[src/rtl/ppi_strobed_input_port_if.sv]
// Bus bundle for the PPI mode-1 strobed input port: peripheral/CPU side
// (master) drives strobe, data and read controls; the port (slave) returns latch and flags.
interface ppi_strobed_input_port_if #(
   parameter int unsigned WIDTH = 8
);
   logic [WIDTH-1:0] PortIn;
   logic             STB_n;
   logic             CS_n;
   logic             RD_n;
   logic [1:0]       A;
   logic             INTE;
   logic [WIDTH-1:0] PortLatch;
   logic             IBF;
   logic             INTR;
   logic             OVR;

   modport master (
      output PortIn, STB_n, CS_n, RD_n, A, INTE,
      input  PortLatch, IBF, INTR, OVR
   );

   modport slave (
      input  PortIn, STB_n, CS_n, RD_n, A, INTE,
      output PortLatch, IBF, INTR, OVR
   );
endinterface

[src/rtl/ppi_strobed_input_port.sv]
// PPI mode-1 strobed input port: latches a byte on the STB_n falling edge, tracks IBF/INTR/OVR.
// Define PPI_IN_SYNC_EN to pass STB_n and the read strobe through two-flop synchronizers.
module ppi_strobed_input_port #(
   parameter int unsigned WIDTH     = 8,
   parameter logic [1:0]  PORT_ADDR = 2'b00
) (
   input  logic                     clk,
   input  logic                     rst_n,
   ppi_strobed_input_port_if.slave  bus
);
   typedef enum logic [1:0] {EMPTY, FULL, READ} state_e;

   logic rd_act;
   logic stb_s, rd_s, primed;

   assign rd_act = ~bus.CS_n & ~bus.RD_n & (bus.A == PORT_ADDR);

`ifdef PPI_IN_SYNC_EN
   logic       stb_m_q, stb_s_q, rd_m_q, rd_s_q;
   logic [1:0] prime_q;

   always_ff @(posedge clk or negedge rst_n) begin
      if (!rst_n) begin
         stb_m_q <= 1'b1;
         stb_s_q <= 1'b1;
         rd_m_q  <= 1'b0;
         rd_s_q  <= 1'b0;
         prime_q <= '0;
      end else begin
         stb_m_q <= bus.STB_n;
         stb_s_q <= stb_m_q;
         rd_m_q  <= rd_act;
         rd_s_q  <= rd_m_q;
         prime_q <= {prime_q[0], 1'b1};
      end
   end

   assign stb_s  = stb_s_q;
   assign rd_s   = rd_s_q;
   assign primed = prime_q[1];
`else
   assign stb_s  = bus.STB_n;
   assign rd_s   = rd_act;
   assign primed = 1'b1;
`endif

   state_e           state_q, state_d;
   logic [WIDTH-1:0] latch_q, latch_d;
   logic             ovr_q, ovr_d;
   logic             pend_q, pend_d;
   logic             intr_q, intr_d;
   logic             stb_d_q, rd_d_q;
   logic             arm_q, arm_d;
   logic             stb_fall, rd_fall, rd_rise;

   // A strobe held low across reset must not load: edges count only once a
   // genuine high level has been sampled after the synchronizer has flushed.
   assign arm_d    = arm_q | (primed & stb_s);
   assign stb_fall = arm_q & stb_d_q & ~stb_s;
   assign rd_fall  = ~rd_d_q & rd_s;
   assign rd_rise  = rd_d_q & ~rd_s;

   always_comb begin
      state_d = state_q;
      latch_d = latch_q;
      ovr_d   = ovr_q;
      pend_d  = pend_q;
      if (stb_fall) latch_d = bus.PortIn;
      case (state_q)
         EMPTY: begin
            if (stb_fall) state_d = FULL;
         end
         FULL: begin
            if (stb_fall) ovr_d = 1'b1;
            if (rd_fall) state_d = READ;
         end
         READ: begin
            if (rd_rise) begin
               state_d = (pend_q || stb_fall) ? FULL : EMPTY;
               ovr_d   = 1'b0;
               pend_d  = 1'b0;
            end else if (stb_fall) begin
               pend_d = 1'b1;
            end
         end
         default: state_d = EMPTY;
      endcase
      intr_d = bus.INTE & (state_d == FULL) & stb_s & ~rd_fall;
   end

   always_ff @(posedge clk or negedge rst_n) begin
      if (!rst_n) begin
         state_q <= EMPTY;
         latch_q <= '0;
         ovr_q   <= 1'b0;
         pend_q  <= 1'b0;
         intr_q  <= 1'b0;
         stb_d_q <= 1'b1;
         rd_d_q  <= 1'b0;
         arm_q   <= 1'b0;
      end else begin
         state_q <= state_d;
         latch_q <= latch_d;
         ovr_q   <= ovr_d;
         pend_q  <= pend_d;
         intr_q  <= intr_d;
         stb_d_q <= stb_s;
         rd_d_q  <= rd_s;
         arm_q   <= arm_d;
      end
   end

   assign bus.PortLatch = latch_q;
   assign bus.IBF       = (state_q != EMPTY);
   assign bus.INTR      = intr_q;
   assign bus.OVR       = ovr_q;
endmodule

[src/flat_wrapper.sv]
// flat-port wrapper written by rule: the top's interface ports become plain ports
module ppi_strobed_input_port_flat 
#(
   parameter int unsigned WIDTH     = 8,
   parameter logic [1:0]  PORT_ADDR = 2'b00
)
  (clk, rst_n, bus_PortIn, bus_STB_n, bus_CS_n, bus_RD_n, bus_A, bus_INTE, bus_PortLatch, bus_IBF, bus_INTR, bus_OVR);
  ppi_strobed_input_port_if #(.WIDTH(WIDTH)) bus_i ();
  input  logic clk;
  input  logic rst_n;
  input wire logic [$bits(bus_i.PortIn)-1:0] bus_PortIn;
  input wire logic [$bits(bus_i.STB_n)-1:0] bus_STB_n;
  input wire logic [$bits(bus_i.CS_n)-1:0] bus_CS_n;
  input wire logic [$bits(bus_i.RD_n)-1:0] bus_RD_n;
  input wire logic [$bits(bus_i.A)-1:0] bus_A;
  input wire logic [$bits(bus_i.INTE)-1:0] bus_INTE;
  output wire logic [$bits(bus_i.PortLatch)-1:0] bus_PortLatch;
  output wire logic [$bits(bus_i.IBF)-1:0] bus_IBF;
  output wire logic [$bits(bus_i.INTR)-1:0] bus_INTR;
  output wire logic [$bits(bus_i.OVR)-1:0] bus_OVR;
  assign bus_i.PortIn = bus_PortIn;
  assign bus_i.STB_n = bus_STB_n;
  assign bus_i.CS_n = bus_CS_n;
  assign bus_i.RD_n = bus_RD_n;
  assign bus_i.A = bus_A;
  assign bus_i.INTE = bus_INTE;
  assign bus_PortLatch = bus_i.PortLatch;
  assign bus_IBF = bus_i.IBF;
  assign bus_INTR = bus_i.INTR;
  assign bus_OVR = bus_i.OVR;
  ppi_strobed_input_port #(.WIDTH(WIDTH), .PORT_ADDR(PORT_ADDR)) u_core (.clk(clk), .rst_n(rst_n), .bus(bus_i));
endmodule
[config.mk]
export PLATFORM = sky130hd
export DESIGN_NAME = ppi_strobed_input_port_flat
export DESIGN_NICKNAME = d
export VERILOG_FILES = /design/src/rtl/ppi_strobed_input_port_if.sv /design/src/rtl/ppi_strobed_input_port.sv /design/src/flat_wrapper.sv
export SDC_FILE = /design/constraint.sdc
export NUM_CORES = 1
export LEC_CHECK = 0
export CORE_ASPECT_RATIO = 0.8
export CORE_MARGIN = 10
export CORE_UTILIZATION = 42
export CTS_CLUSTER_SIZE = 10
export DETAILED_ROUTE_END_ITERATION = 8
export MAX_ROUTING_LAYER = met4
export PLACE_DENSITY = 0.8
export SYNTH_ARGS = -nofsm -noshare
export SYNTH_HDL_FRONTEND = slang
export SYNTH_SLANG_ARGS = --single-unit
[constraint.sdc]
create_clock -name clk -period 1.68 [get_ports clk]
set_input_delay 0.168 -clock clk [delete_from_list [all_inputs] [get_ports clk]]
set_output_delay 0.168 -clock clk [all_outputs]
set_load 0.03 [all_outputs]
Word level (Yosys, flattened, before mapping)
Cells that the tools add are included.
Operators by class
  reductions and logical operators: 8
  bitwise gates (word level): 16
  equal/unequal tests: 5
  multiplexer cells: 9
Operators with widths (number)
  AND 1 bit: 9
  2-to-1 mux 2 bit: 3
  NOT 1 bit: 6
  one-hot mux 2 bit (3 select lines): 1
  nonzero test 2 bit: 3
  == test 2 x 1 -> 1 bit (second input constant): 2
  zero test 2 bit: 2
  2-to-1 mux 1 bit: 4
  != test 2 x 1 -> 1 bit (second input constant): 2
  AND reduction 3 bit: 1
  == test 2 bit (second input constant): 1
  one-hot mux 1 bit (2 select lines): 1
  AND reduction 2 bit: 1
  logical OR 1 bit: 1
  OR 1 bit: 1
Storage, ports and cells
  output and inout bits: 11
  logic and storage cells: 46
  register bits: 16
  input bits: 16

Longest topological paths before layout
  depth after elaboration: 11
  gate-level depth with buffers: 6
  depth with buffers taken out: 6

Least setup slack after synthesis
No wires, ideal clock.
  kind: register to register
  from: register u_core.stb_d_q
  to: register u_core.latch_q[0], in the netlist u_core.bus.PortLatch[0]
  library setup time: 0.125 ns
  required time: 1.555 ns
  buffers on the path: 1
  arrival: 1.366 ns
  period minus slack after synthesis: 1.491 ns
  path slack: 0.189 ns
  cell stages (with the launch flop): 4
  path through: dfstp_2 and3b_1 buf_1 mux2_2
On the way
  word-level cells in the longest chain between the ends: 2
RTL lines
  start: declaration: line ppi_strobed_input_port.sv:52  | logic stb_d_q, rd_d_q;
  start signal: assignment: line ppi_strobed_input_port.sv:107  | stb_d_q <= stb_s;
  AND 1 bit (2 in a row): line ppi_strobed_input_port.sv:59  | assign stb_fall = arm_q & stb_d_q & ~stb_s;
  end signal: assignment: line ppi_strobed_input_port.sv:103  | latch_q <= latch_d;
  end: declaration: line ppi_strobed_input_port.sv:48  | logic [WIDTH-1:0] latch_q, latch_d;
No other way between the ends.
A chain may end at the register's enable or synchronous reset.

Worst setup path in the final report
  from: input bus_RD_n
  to: register u_core.intr_q, in the netlist u_core.bus.INTR
On the way
  word-level cells in the longest chain between the ends: 11
  elaborated cells on any way between the ends: 14
  classes of those cells: 1 x eq/ne; 3 x mux; 10 x bitwise
RTL lines
  start: declaration: line flat_wrapper.sv:14  | input wire logic [$bits(bus_i.RD_n)-1:0] bus_RD_n;
  NOT 1 bit *: line ppi_strobed_input_port.sv:16  | assign rd_act = ~bus.CS_n & ~bus.RD_n & (bus.A == PORT_ADDR);
  AND 1 bit * (2 in a row): line ppi_strobed_input_port.sv:16
  NOT 1 bit: line ppi_strobed_input_port.sv:61  | assign rd_rise = rd_d_q & ~rd_s;
  AND 1 bit: line ppi_strobed_input_port.sv:61
  2-to-1 mux 2 bit: line ppi_strobed_input_port.sv:78  | if (rd_rise) begin
  one-hot mux 2 bit (3 select lines) *: line ppi_strobed_input_port.sv:69  | case (state_q)
  named net u_core.state_d[1]: line ppi_strobed_input_port.sv:47  | state_e state_q, state_d;
  == test 2 x 1 -> 1 bit *: line ppi_strobed_input_port.sv:88  | intr_d = bus.INTE & (state_d == FULL) & stb_s & ~rd_fall;
  AND 1 bit * (3 in a row): line ppi_strobed_input_port.sv:88
  named net u_core.intr_d: line ppi_strobed_input_port.sv:51  | logic intr_q, intr_d;
  end signal: assignment: line ppi_strobed_input_port.sv:106  | intr_q <= intr_d;
  end: declaration: line ppi_strobed_input_port.sv:51
Mark *: on every way through the listed nets, which the timed path passes. The rest lies on a longest branch.

==> flow_metrics.py <==
metrics = {
    "run_status": {
        "status": "complete, no violations",
    },
    "synth": {
        "synth.avg_cell_area_um2": 12.7,
        "synth_common_cells": "dfrtp_1, mux2_2, inv_1",
        "synth_compound_area_frac": 0.160,
        "postSynthCellCount": 56,
        "synth.mux.area_fraction": 0.126,
        "synthDistinctLibCells": 24,
        "synthArstFlopShare": 1.00,
        "synth-simple-area-share": 0.0421,
        "ys_seq_elements": 16,
        "synth_edf_count": 0,
        "synth_top_cell_area_share": 0.526,
        "synth_fp_nets": 76,
        "yosysWarnings": 0,
        "synth_fa_ha_area_frac": 0.0702,
        "yosysTopAreaCell": "dfrtp_1",
        "synth_top_family_by_area": "compound AO/OA/AOI/OAI gates",
        "synthXorXnorAreaFrac": 0,
        "synth.area.top_cells": "dfrtp_1, mux2_2, ha_1, dfstp_2, o21ai_0",
        "synth-seq-area-share": 0.563,
        "syn_area_um2": 713,
        "ys.flop_type": "dfrtp_1",
        "synth_most_common_cell": "dfrtp_1",
    },
    "setup_path": {
        "cp_cell_sequence": "clkdlybuf4s50_1 -> or4_1 -> o31a_1 -> a211oi_2 -> a211oi_1",
        "critPathMaxFanout": 2,
        "end_kind": "flop",
        "required_ns": 1.84,
        "r2r_cells": 5,
        "reg2reg_setup_slack_ns": 0.21,
        "regToRegStartpoint": "u_core.state_q[0]$_DFF_PN0_",
        "crit_type": "input pin to flop",
        "setup.worst_path.start": "bus_RD_n",
        "start_kind": "input pin",
        "slowest_delay_ns": 0.56,
        "cp_data_arrival_time_ns": 1.70,
        "cp_slowest_cell": "or4_1",
        "worst_r2r_endpoint": "u_core.bus.INTR$_DFF_PN0_",
    },
    "die": {
        "initial_core_util": 0.443,
        "die_x_um": 66.1,
        "rows": 13,
        "io_pins": 27,
        "dieHeight_um": 56.9,
        "core_area_um2": 1610,
        "die_area_um2": 3760,
    },
    "global_route": {
        "grt_usage": 0.0983,
        "first_global_vias": 590,
        "busiest_layer": "met2",
        "grt.met3_usage": 0.0356,
        "overflow": 0,
        "antenna_found_initial": 0,
        "grt_max_degree": 17,
        "grtUsageMet1": 0.107,
        "grt_use_met2": 0.168,
        "grt_pass1_wl_mm": 2.81,
    },
    "sta": {
        "setup_viol": 0,
        "setup_ws_ns": 0.141,
        "maxSlewHeadroom": 0.765,
        "fmax_ghz": 0.650,
        "drv_slew": 0,
        "skew_ns": 0.00626,
        "period_share": 0.916,
        "finalHoldViolations": 0,
        "hold_slack_ns": 0.190,
        "period_minus_slack_ns": 1.54,
        "worst_slew_pin_slew_ns": 0.349,
        "rsz0062_at_grt": "false",
    },
    "placement": {
        "numPlacedInstances": 107,
        "place_congestion": 0.800,
        "dpl_worst_slack_ns": -0.156,
        "dpl_cell_area_um2": 1030,
        "dp_hpwl_mm": 1.38,
        "io_buffer_count": 26,
    },
    "power_and_ir_drop": {
        "p_per_area_nw_per_um2": 1150,
        "p_leak_nw": 0.453,
        "p_total_w": 0.00121,
        "peakVddDrop_mv": 0.659,
    },
    "clock_tree": {
        "root_buffer": "clkbuf_4",
        "clkTransAtPathRegs_ns": 0.09,
        "cts_inserted_buffers": 3,
        "cts_htree_levels": 1,
        "clock-sinks": 16,
        "cts_tree": "yes",
        "postCtsSetupRepairBufs": 0,
        "cts_buffer_depth": 2,
        "insertion_delay_ns": 0.28,
        "cts_hold_buf": 0,
        "post_cts_resized": 1,
    },
    "routing": {
        "wirelength_mm": 1.67,
        "drt-initial-drc-count": 5,
        "route.detailed.drc": 0,
        "vias": 567,
        "first_pass_iters": 2,
        "ant_nets": 0,
        "wl_per_cell_um": 15.1,
        "vias_per_cell": 5.11,
    },
    "layout": {
        "finalInstanceArea_um2": 1050,
        "syn_to_final_growth_pct": 47.4,
        "nNetsFinal": 110,
        "finalNonFillerCells": 111,
        "drive_above_1_share": 0.225,
        "num_antenna_cells": 0,
    },
    "flow_run": {
        "maxCapViolCount": 0,
    },
    "worst_hold_path": {
        "holdCritPathClass": "input pin to async pin",
    },
}
## through the flow
| stage | utilization | TNS [ns] |
|---|---|---|
| 6_report | 0.653 | 0 |
| 5_1_grt | 0.653 | 0 |
| 4_1_cts | 0.655 | 0 |
| 3_5_place_dp | 0.639 | -0.295 |
| 3_3_place_gp | 0.639 | -0.229 |
| 2_1_floorplan | - | 0 |
## cell type report
| cell class | instances | area [um^2] |
|---|---|---|
| fill | 139 | 559 |
| sequential | 16 | 402 |
| timing repair buffer | 31 | 293 |
| multi-input combinational | 33 | 284 |
| tap | 22 | 27.5 |
| clock buffer | 4 | 26.3 |
| inverter | 5 | 18.8 |
## worst max-delay path by stage
stage                                          endpoint  cells after the start  slack, ns
global placement              u_core.bus.INTR$_DFF_PN0_                      5      -0.13
finish                        u_core.bus.INTR$_DFF_PN0_                      5       0.14
CTS                                             bus_IBF                      4       0.05
detailed placement            u_core.bus.INTR$_DFF_PN0_                      5      -0.16
floorplan           u_core.bus.PortLatch[0]$_DFFE_PN0P_                      3       0.19
global route                  u_core.bus.INTR$_DFF_PN0_                      5       0.03
## report_power, final
group	internal (W)	total, W	switching, W
clock network	0.0000922	0.000206	0.000114
logic	0.000227	0.000502	0.000275
registers	0.000458	0.000502	0.0000433
total	0.000777	0.00121	0.000432
## registers in the layout, indices dropped and copies added, names as in the netlist
name                  flops
u_core.bus.PortLatch      8
u_core.bus.INTR           1
u_core.bus.OVR            1
u_core.stb_d_q            1
u_core.rd_d_q             1
u_core.arm_q              1
u_core.pend_q             1
u_core.state_q            2
## layer usage
| metal | wire length (um) | vias up |
|---|---|---|
| met5 | 0 | - |
| li1 | - | 270 |
| met1 | 685 | 284 |
| met2 | 910 | 11 |
| met3 | 63 | 2 |
| met4 | 12 | 0 |
## worst max-delay path, delay by kind of cell
family	cells	cell delay [ns]
buf+inv	1	0.42
compound gates	3	0.55
simple gates	1	0.56
## logic make-up after synthesis
| family | after synthesis |
|---|---|
| and+or+nand+nor | 5 |
| DFF | 16 |
| muxes | 8 |
| AOI/OAI and AO/OA | 16 |
| buffers and inverters | 7 |
| adders and majority gates | 4 |
## placed cells by master (no fill, tap or decap)
cell type / instances
clkdlybuf4s50_1: 25
dfrtp_1: 15
mux2_2: 8
inv_1: 5
buf_4: 5
o21ai_0: 4
ha_1: 4
clkbuf_4: 3
nand2_1: 2
or4_1: 1
and3b_1: 1
o2111ai_1: 1
a21o_1: 1
o41ai_1: 1
o21ai_1: 1
a211o_1: 1
o21a_1: 1
o31a_1: 1
a211oi_2: 1
o211ai_1: 1
a211oi_1: 1
or2_2: 1
a21oi_1: 1
a31oi_1: 1
clkbuf_1: 1
clkbuf_2: 1
dfstp_2: 1
Power figures use the tool's default switching activity.
